===== config.mk =====
export PLATFORM = sky130hd
export DESIGN_NAME = stage1_feeder_flat
export DESIGN_NICKNAME = d
export VERILOG_FILES = /design/src/rtl/stage1_feeder_pkg.sv /design/src/rtl/stage1_feeder_if.sv /design/src/rtl/stage1_feeder_valid_delay_line.sv /design/src/rtl/stage1_feeder.sv /design/src/flat_wrapper.sv
export SDC_FILE = /design/constraint.sdc
export NUM_CORES = 1
export LEC_CHECK = 0
export CAP_MARGIN = 0
export CORE_AREA = 2 2 159 161
export CTS_CLUSTER_SIZE = 12
export DETAILED_ROUTE_END_ITERATION = 8
export DIE_AREA = 0 0 161 163
export GPL_ROUTABILITY_DRIVEN = 0
export PLACE_DENSITY = 0.73
export RECOVER_POWER = 50
export SETUP_SLACK_MARGIN = 0.5
export SYNTH_ARGS = -nofsm -noshare
export SYNTH_HDL_FRONTEND = slang
export SYNTH_HIERARCHICAL = 1
export SYNTH_SLANG_ARGS = --single-unit

===== constraint.sdc =====
create_clock -name clk -period 2.2 [get_ports clk]
set_input_delay 0.44 -clock clk [delete_from_list [all_inputs] [get_ports clk]]
set_output_delay 0.44 -clock clk [all_outputs]
set_load 0.005 [all_outputs]

===== src/rtl/stage1_feeder_pkg.sv =====
// Shared constants and types for the 9-lane convolution stage feeder.
// Imported by the feeder, its stream interface and the bench.
package stage_pkg;

    localparam int LANES        = 9;
    localparam int BN_WORDS     = 2;
    localparam int W_BEATS      = 9;
    localparam int DEF_INT_BITS = 13;
    localparam int DEF_LATENCY  = 28;
    localparam int BEAT_CNT_W   = $clog2(W_BEATS + 1);

    typedef enum logic [1:0] {
        IDLE   = 2'd0,
        LOAD   = 2'd1,
        STREAM = 2'd2,
        DRAIN  = 2'd3
    } state_e;

    // True while the beat counter points at the final weight row of a job.
    function automatic logic final_beat(input logic [BEAT_CNT_W-1:0] cnt);
        return cnt == BEAT_CNT_W'(W_BEATS - 1);
    endfunction

endpackage


===== src/rtl/stage1_feeder_if.sv =====
// Weight/feature input streams plus stage-facing and result-tag signals.
// The master modport is the feeder, the slave side is buffers/stage/downstream.
interface stage1_feeder_if #(
    parameter int INT_BITS = 13
);
    import stage_pkg::*;

    logic                         w_valid;
    logic                         w_ready;
    logic [LANES*INT_BITS-1:0]    w_data;
    logic [BN_WORDS*INT_BITS-1:0] bn_data;

    logic                         fm_valid;
    logic                         fm_ready;
    logic [LANES*INT_BITS-1:0]    fm_data;
    logic                         fm_last;

    logic                         st_weight_en;
    logic [LANES*INT_BITS-1:0]    st_in;
    logic [BN_WORDS*INT_BITS-1:0] st_bn_config;

    logic                         res_valid;
    logic                         res_last;

    modport master (
        input  w_valid, w_data, bn_data,
        input  fm_valid, fm_data, fm_last,
        output w_ready, fm_ready,
        output st_weight_en, st_in, st_bn_config,
        output res_valid, res_last
    );

    modport slave (
        output w_valid, w_data, bn_data,
        output fm_valid, fm_data, fm_last,
        input  w_ready, fm_ready,
        input  st_weight_en, st_in, st_bn_config,
        input  res_valid, res_last
    );

endinterface


===== src/rtl/stage1_feeder_valid_delay_line.sv =====
// Fixed-depth shift register for per-column tag bits, cleared synchronously.
// Advances every cycle; shared with downstream blocks that need aligned tags.
module valid_delay_line #(
    parameter int DEPTH = 28,
    parameter int WIDTH = 2
) (
    input  logic             clk,
    input  logic             reset,
    input  logic [WIDTH-1:0] din_i,
    output logic [WIDTH-1:0] dout_o
);

    logic [WIDTH-1:0] sr_q [DEPTH];

    always_ff @(posedge clk) begin
        if (!reset) begin
            for (int i = 0; i < DEPTH; i++) begin
                sr_q[i] <= '0;
            end
        end else begin
            sr_q[0] <= din_i;
            for (int i = 1; i < DEPTH; i++) begin
                sr_q[i] <= sr_q[i-1];
            end
        end
    end

    assign dout_o = sr_q[DEPTH-1];

endmodule


===== src/rtl/stage1_feeder.sv =====
// Sequences weight/BN loading, then streams feature columns into the stage,
// padding stalls with zero columns and tagging columns to match stage latency.
module stage1_feeder
    import stage_pkg::*;
#(
    parameter int INT_BITS = DEF_INT_BITS,
    parameter int LATENCY  = DEF_LATENCY
) (
    input  logic              clk,
    input  logic              reset,
    input  logic              start,
    output logic              busy,
    output logic              done,
    stage1_feeder_if.master   bus
);

    localparam int DATA_W = LANES * INT_BITS;
    localparam int BN_W   = BN_WORDS * INT_BITS;
    localparam int CNT_W  = $clog2(LATENCY + 1);

    state_e                  state_q;
    logic [BEAT_CNT_W-1:0]   beat_q;
    logic [CNT_W-1:0]        drain_q;
    logic                    done_q;
    logic                    wen_q;
    logic [DATA_W-1:0]       st_in_q;
    logic [BN_W-1:0]         bn_q;
    logic                    col_vld_q;
    logic                    col_last_q;
    logic [1:0]              tag_dly;

    logic w_acc;
    logic fm_acc;

    // Ready depends only on state, so acceptance never loops through valid.
    assign bus.w_ready  = (state_q == LOAD);
    assign bus.fm_ready = (state_q == STREAM);
    assign w_acc        = bus.w_valid  && (state_q == LOAD);
    assign fm_acc       = bus.fm_valid && (state_q == STREAM);

    always_ff @(posedge clk) begin
        if (!reset) begin
            state_q    <= IDLE;
            beat_q     <= '0;
            drain_q    <= '0;
            done_q     <= 1'b0;
            wen_q      <= 1'b0;
            st_in_q    <= '0;
            bn_q       <= '0;
            col_vld_q  <= 1'b0;
            col_last_q <= 1'b0;
        end else begin
            done_q     <= 1'b0;
            wen_q      <= w_acc;
            bn_q       <= w_acc ? bus.bn_data : '0;
            col_vld_q  <= fm_acc;
            col_last_q <= fm_acc && bus.fm_last;
            if (w_acc) begin
                st_in_q <= bus.w_data;
            end else if (fm_acc) begin
                st_in_q <= bus.fm_data;
            end else begin
                st_in_q <= '0;
            end

            case (state_q)
                IDLE: begin
                    if (start) begin
                        state_q <= LOAD;
                        beat_q  <= '0;
                    end
                end
                LOAD: begin
                    if (w_acc) begin
                        beat_q <= beat_q + BEAT_CNT_W'(1);
                        if (final_beat(beat_q)) begin
                            state_q <= STREAM;
                        end
                    end
                end
                STREAM: begin
                    if (fm_acc && bus.fm_last) begin
                        state_q <= DRAIN;
                        drain_q <= '0;
                    end
                end
                DRAIN: begin
                    // drain_q reaches LATENCY in the cycle res_last is on the output.
                    if (drain_q == CNT_W'(LATENCY)) begin
                        done_q  <= 1'b1;
                        state_q <= IDLE;
                    end else begin
                        drain_q <= drain_q + CNT_W'(1);
                    end
                end
                default: state_q <= IDLE;
            endcase
        end
    end

    valid_delay_line #(
        .DEPTH (LATENCY),
        .WIDTH (2)
    ) u_tag_dly (
        .clk    (clk),
        .reset  (reset),
        .din_i  ({col_last_q, col_vld_q}),
        .dout_o (tag_dly)
    );

    assign busy             = (state_q != IDLE);
    assign done             = done_q;
    assign bus.st_weight_en = wen_q;
    assign bus.st_in        = st_in_q;
    assign bus.st_bn_config = bn_q;
    assign bus.res_valid    = tag_dly[0];
    assign bus.res_last     = tag_dly[1];

endmodule


===== src/flat_wrapper.sv =====
// flat-port wrapper written by rule: the top's interface ports become plain ports
module stage1_feeder_flat import stage_pkg::*;
#(
    parameter int INT_BITS = DEF_INT_BITS,
    parameter int LATENCY  = DEF_LATENCY
)
  (clk, reset, start, busy, done, bus_w_valid, bus_w_data, bus_bn_data, bus_fm_valid, bus_fm_data, bus_fm_last, bus_w_ready, bus_fm_ready, bus_st_weight_en, bus_st_in, bus_st_bn_config, bus_res_valid, bus_res_last);
  stage1_feeder_if #(.INT_BITS(INT_BITS)) bus_i ();
  input  logic clk;
  input  logic reset;
  input  logic start;
  output logic busy;
  output logic done;
  input wire logic [$bits(bus_i.w_valid)-1:0] bus_w_valid;
  input wire logic [$bits(bus_i.w_data)-1:0] bus_w_data;
  input wire logic [$bits(bus_i.bn_data)-1:0] bus_bn_data;
  input wire logic [$bits(bus_i.fm_valid)-1:0] bus_fm_valid;
  input wire logic [$bits(bus_i.fm_data)-1:0] bus_fm_data;
  input wire logic [$bits(bus_i.fm_last)-1:0] bus_fm_last;
  output wire logic [$bits(bus_i.w_ready)-1:0] bus_w_ready;
  output wire logic [$bits(bus_i.fm_ready)-1:0] bus_fm_ready;
  output wire logic [$bits(bus_i.st_weight_en)-1:0] bus_st_weight_en;
  output wire logic [$bits(bus_i.st_in)-1:0] bus_st_in;
  output wire logic [$bits(bus_i.st_bn_config)-1:0] bus_st_bn_config;
  output wire logic [$bits(bus_i.res_valid)-1:0] bus_res_valid;
  output wire logic [$bits(bus_i.res_last)-1:0] bus_res_last;
  assign bus_i.w_valid = bus_w_valid;
  assign bus_i.w_data = bus_w_data;
  assign bus_i.bn_data = bus_bn_data;
  assign bus_i.fm_valid = bus_fm_valid;
  assign bus_i.fm_data = bus_fm_data;
  assign bus_i.fm_last = bus_fm_last;
  assign bus_w_ready = bus_i.w_ready;
  assign bus_fm_ready = bus_i.fm_ready;
  assign bus_st_weight_en = bus_i.st_weight_en;
  assign bus_st_in = bus_i.st_in;
  assign bus_st_bn_config = bus_i.st_bn_config;
  assign bus_res_valid = bus_i.res_valid;
  assign bus_res_last = bus_i.res_last;
  stage1_feeder #(.INT_BITS(INT_BITS), .LATENCY(LATENCY)) u_core (.clk(clk), .reset(reset), .start(start), .busy(busy), .done(done), .bus(bus_i));
endmodule

After elaboration in Yosys (flattened, before gate mapping)

Memory sizes are Yosys's and may differ from the RTL's.
Index checks and enable logic that the tools add are counted.

Multiply operators: 0
Bitwise gates (word level): 28
Mux-type cells: 45
$lt $le $gt $ge: 0
Equal/unequal tests: 11
Div/mod/pow operators: 0
Shift-type cells: 0
$add $sub $neg: 2
Reductions and logical operators: 12

Operators by type and width:

| kind                                           | count |
|---|---|
| two-way mux 117 bit                            | 2 |
| two-way mux 2 bit                              | 33 |
| bitwise OR 1 bit                               | 28 |
| two-way mux 5 bit                              | 2 |
| case mux 5 bit (2 select lines)                | 1 |
| two-way mux 4 bit                              | 2 |
| != test 2 x 1 -> 1 bit (second input constant) | 4 |
| case mux 2 bit (4 select lines)                | 1 |
| case mux 4 bit (2 select lines)                | 1 |
| AND reduction 3 bit                            | 2 |
| nonzero test 2 bit                             | 3 |
| adder 5 x 1 -> 5 bit (second input constant)   | 1 |
| == test 5 bit (second input constant)          | 1 |
| AND reduction 5 bit                            | 1 |
| adder 4 x 1 -> 4 bit (second input constant)   | 1 |
| == test 2 bit (second input constant)          | 2 |
| == test 4 bit (second input constant)          | 1 |
| != test 2 bit (second input constant)          | 2 |
| AND reduction 2 bit                            | 2 |
| logical AND 1 bit                              | 3 |
| two-way mux 1 bit                              | 3 |
| == test 2 x 1 -> 1 bit (second input constant) | 1 |
| logical NOT 2 bit                              | 1 |

Memories kept: 1
Output and inout port bits: 150
Register bits after elaboration: 158
Bits in latches: 0
Bits in writable memories: 56
Logic and storage cells: 108
Bits in read-only memories: 0
Input port bits: 266

Memory list:

| name                  | depth | width | rd ports | clocked after memory_dff | wr ports | line                                 | RTL |
|---|---|---|---|---|---|---|---|
| u_core.u_tag_dly.sr_q | 28    | 2     | 28       | 0                        | 28       | stage1_feeder_valid_delay_line.sv:13 | `logic [WIDTH-1:0] sr_q [DEPTH];` |

Logic depth before layout (Yosys ltp)

Depth after elaboration: 5
Mapped depth: 10
Gate-level depth less buffers: 6

Cells and area by module

Netlist, hierarchy kept.

By module, submodules not included:

| module           | cells each | instances | area an instance (um^2) |
|---|---|---|---|
| stage1_feeder    | 456        | 1         | 5,151.2 |
| valid_delay_line | 120        | 1         | 1,547.7 |

Least setup slack after synthesis

Ideal clock, no wire load.

Kind: register to register
From: reg u_core.state_q[1]
To: reg u_core.st_in_q[72] (netlist: u_core/bus.st_in[72])
Path slack: 483 ps
Clock period less this slack: 1,717 ps
Required time: 2,141 ps
Cell stages (with the launch flop): 10
Data arrival time: 1,659 ps
Setup time: 59 ps
Cells stage by stage: dfxtp_1 inv_1 ha_1 buf_2 and2_1 buf_2 nor3_4 buf_4 buf_6 a22o_1

RTL lines:

| item                   | line                | RTL |
|---|---|---|
| start, declared        | stage1_feeder.sv:21 | `state_e state_q;` |
| start signal, assigned | stage1_feeder.sv:43 | `state_q <= IDLE;` |
| start signal, assigned | stage1_feeder.sv:69 | `state_q <= LOAD;` |
| start signal, assigned | stage1_feeder.sv:77 | `state_q <= STREAM;` |
| == test 2 x 1 -> 1 bit | --                  |  |
| via bus_w_ready        | flat_wrapper.sv:20  | `output wire logic [$bits(bus_i.w_ready)-1:0] bus_w_ready;` |
| logical AND 1 bit      | stage1_feeder.sv:38 | `assign w_acc = bus.w_valid && (state_q == LOAD);` |
| two-way mux 117 bit    | stage1_feeder.sv:58 | `if (w_acc) begin` |
| end signal, assigned   | stage1_feeder.sv:59 | `st_in_q <= bus.w_data;` |
| end signal, assigned   | stage1_feeder.sv:61 | `st_in_q <= bus.fm_data;` |
| end, declared          | stage1_feeder.sv:26 | `logic [DATA_W-1:0] st_in_q;` |

The timed path passes the listed nets, and every way through them passes these cells.
A chain may end at the register's enable or synchronous reset.

Worst setup path in the final report

From: reg u_core.state_q[0]
To: reg u_core.st_in_q[90] (netlist: u_core/bus.st_in[90])

Word-level cells in the longest chain between the ends: 4

Ends and longest elaborated chain:

| item                  | line                | RTL |
|---|---|---|
| == test 2 bit         | stage1_feeder.sv:39 | `assign fm_acc = bus.fm_valid && (state_q == STREAM);` |
| logical AND 1 bit     | stage1_feeder.sv:39 |  |
| two-way mux 117 bit   | stage1_feeder.sv:60 | `end else if (fm_acc) begin` |
| two-way mux 117 bit * | stage1_feeder.sv:58 |  |

Every way passes the cells marked *; elsewhere a longest branch is shown, timed or not.

==> impl_metrics.toml <==
[setup_path]
reg2reg_slack_ns = 0.27
r2r-end = "u_core/bus.st_in[90]$_SDFF_PN0_"
cp_max_fo = 9
setup.worst_path.start_class = "flip-flop"
cp.required_ns = 2.56
criticalPathCategory = "reg -> reg"
endpoint_kind = "flip-flop"
arrival_ns = 2.28
r2r_start = "u_core/state_q[0]$_SDFFE_PN0P_"
reg2reg_depth = 11

[worst_hold_path]
hold_depth = 1
hold_class = "reg -> reg"
min_to = "u_core/u_tag_dly/sr_q[2][8]$_SDFF_PN0_"
hp-start = "u_core/u_tag_dly/sr_q[2][6]$_SDFF_PN0_"

[logic_synthesis]
synth_area_per_cell_um2 = 11.6
seq_area_frac_synth_pct = 64.0
synth_top_area_cell = "dfxtp_1"
yosysUniqueCellTypes = 36
synth.area.top_cells = "dfxtp_1, a22o_1, and2_1"
synth_cells = 576
syn-cell-area_um2 = 6700
ys_warn_count = 6
synth_top_area_share_pct = 64.0
ys_seq_elements = 214
syn_nets = 850

[power_and_ir_drop]
pwr-share-seq_pct = 39.9
power_density_nw_per_um2 = 854
swShare_pct = 24.4
ir_drop_mv = 0.798
total_power_mw = 10.7
pwr-share-comb_pct = 22.6
power_leakage_nw = 5.52
power.share.clock_pct = 37.5
intPower_mw = 8.12
switching_power_mw = 2.62

[layout]
area_growth_pct = 87.9
drive_gt1_share_pct = 11.6
utilization_pct = 51.0
mostFrequentLayoutCell = "clkdlybuf4s50_1"
nets = 1295
num-fill-cells = 2212
design_area_um2 = 12600
fin_cells = 1367
mostFrequentLayoutCells = "clkdlybuf4s50_1, dfxtp_1, dlygate4sd2_1, a22o_1, and2_1"

[clock_tree]
clkLatencyLatePin_ns = 0.51
cts_max_level = 1
cts_root_buf = "clkbuf_16"
cts-hold-fix-buffers = 0
clk_pin_slew_ns = 0.06
cts_num_sinks = 214
cts_buffer_depth = 3
cts_tree = "done"
cts-buffers-inserted = 24

[floorplanning]
die_h_um = 163
initial_core_util_pct = 27.2
io_pins = 416
die-area_um2 = 26200
core_um2 = 24700
fp.dieW_um = 161
rows = 58

[global_route]
grt_antenna_before_repair = 2
grt_overflow_total = 0
grt_pass1_vias = 5856
grt_max_degree = 49
grt_pass1_wl_um = 32500
grt_use_total_pct = 16.0

[timing]
setup_viol = 0
layout_setup_ws_ns = 0.274
grt_setup_unrepaired = "yes"
fin_worst_skew_ns = 0.0180
slew_headroom_pct = 38.8
fin_crit_sh_pct = 87.5
worst_pin_slew_ns = 0.918
worst_hold_slack_ns = 0.426
finalHoldViolations = 0
slew_viol_final = 0
fmaxAchievable_mhz = 519
timing.setup.tns_ns = 0
fin_crit_ns = 1.93

[place]
port_buffers = 415
pre_cts_slack_ns = 0.253
dp_cells = 1292
hpwlAfterDp_um = 16400
place_area_um2 = 11200

[drt]
wirelength_um = 24100
drt_iter0_drc = 294
via_per_inst = 4.41
post-route-drc-count = 0
vias = 6026
wire_per_inst_um = 17.6
final_antenna_net_count = 0
drtPass1Iterations = 5

[job]
maxCapViolCount = 0

[status]
status = "finished, final reports clean"
synthesized netlist by cell type:
library cell  count
o311ai_0          1
inv_2             1
or3_1             1
nor2_1           43
and2_1           84
o21ai_0           5
mux2i_1           5
nor2b_1           4
o31ai_1           1
a21oi_1           4
buf_6             6
nand4b_1          2
a22oi_1          39
nand3b_1          1
a211oi_1          2
nor3_4            1
a22o_1           79
o21a_1            1
ha_1              8
o22ai_1           1
a31oi_1           1
buf_2            19
and3_1            2
dfxtp_1         214
clkbuf_1         15
nand2_1          10
buf_4             4
nand2b_1          3
nor3_1            1
or3b_2            1
nor4b_1           1
a21bo_2           1
a21boi_0          1
nand4_1           1
inv_1             7
nand3_1           6
metal layers:
metal	up-vias	GRT usage [%]	part of all wire, %
met4	0	4.46	2.5
met5	-	0	0
met3	38	6.11	10
met2	331	27.7	49
met1	2772	18.6	38
li1	2885	-	-
critical path: stages (launching register included):
cell and delay (ns):
dfxtp_1 0.44, buf_6 0.15, ha_4 0.14, buf_6 0.09, and2_4 0.16, buf_4 0.12
nor2_4 0.03, buf_12 0.14, buf_12 0.12, clkbuf_16 0.15, a22oi_1 0.16, nor2_1 0.06
repair_timing:
action | CTS | global route
pin swaps | 8 | 7
endpoints found under the setup margin | 262 | 101
setup buffers | 12 | 6
gates resized for setup | 184 | 45
cloned | 4 | 11
endpoints found under the hold margin | 0 | 0
worst max path at each step:
stage / startpoint / slack [ns] / to
floorplan: u_core/state_q[1]$_SDFFE_PN0P_ / 0.50 / u_core/bus.st_in[72]$_SDFF_PN0_
CTS: u_core/state_q[0]$_SDFFE_PN0P_ / 0.34 / busy
detailed placement: reset / 0.25 / u_core/state_q[0]$_SDFFE_PN0P_
global placement: reset / 0.29 / u_core/state_q[0]$_SDFFE_PN0P_
global route: u_core/state_q[0]$_SDFFE_PN0P_ / 0.22 / u_core/bus.st_in[85]$_SDFF_PN0_
finish: u_core/state_q[0]$_SDFFE_PN0P_ / 0.27 / u_core/bus.st_in[90]$_SDFF_PN0_
flip-flops by register name, summed over array words and instances, names as in the netlist:
name                     cells
u_core/col_last_q            1
u_core/bus.st_bn_config     26
u_core/done                  1
u_core/bus.st_weight_en      1
u_core/u_tag_dly/sr_q       56
u_core/beat_q                4
u_core/state_q               2
u_core/col_vld_q             1
u_core/bus.st_in           117
u_core/drain_q               5
final cells by class:
cell class	instances	area (um^2)	area share (%)
diodes	1	2.50	0.0199
clock buffers	36	716	5.69
clock inverters	5	92.6	0.736
inverters	8	35.0	0.278
multi-input cells	310	2290	18.2
flip-flops and latches	214	4290	34.1
well taps	330	413	3.28
repair buffers	463	4740	37.7
kinds of logic after synthesis:
kind of cell,synth area share [%]
AOI/OAI and AO/OA,16.4
DFF,64.0
adders and majority gates,1.49
buffers and inverters,4.16
muxes,0.747
and+or+nand+nor,13.2
power by group through the flow:
stage	Clock, mW	Combinational (mW)	Sequential, mW
final	4.03	2.43	4.29
after global routing	4.29	2.59	4.31
after CTS	4.14	2.11	4.28
after detailed placement	0	2.04	4.37
after global placement	0	2.02	4.36
after floorplan	0	0.722	4.38
Power figures use the tool's default switching activity.
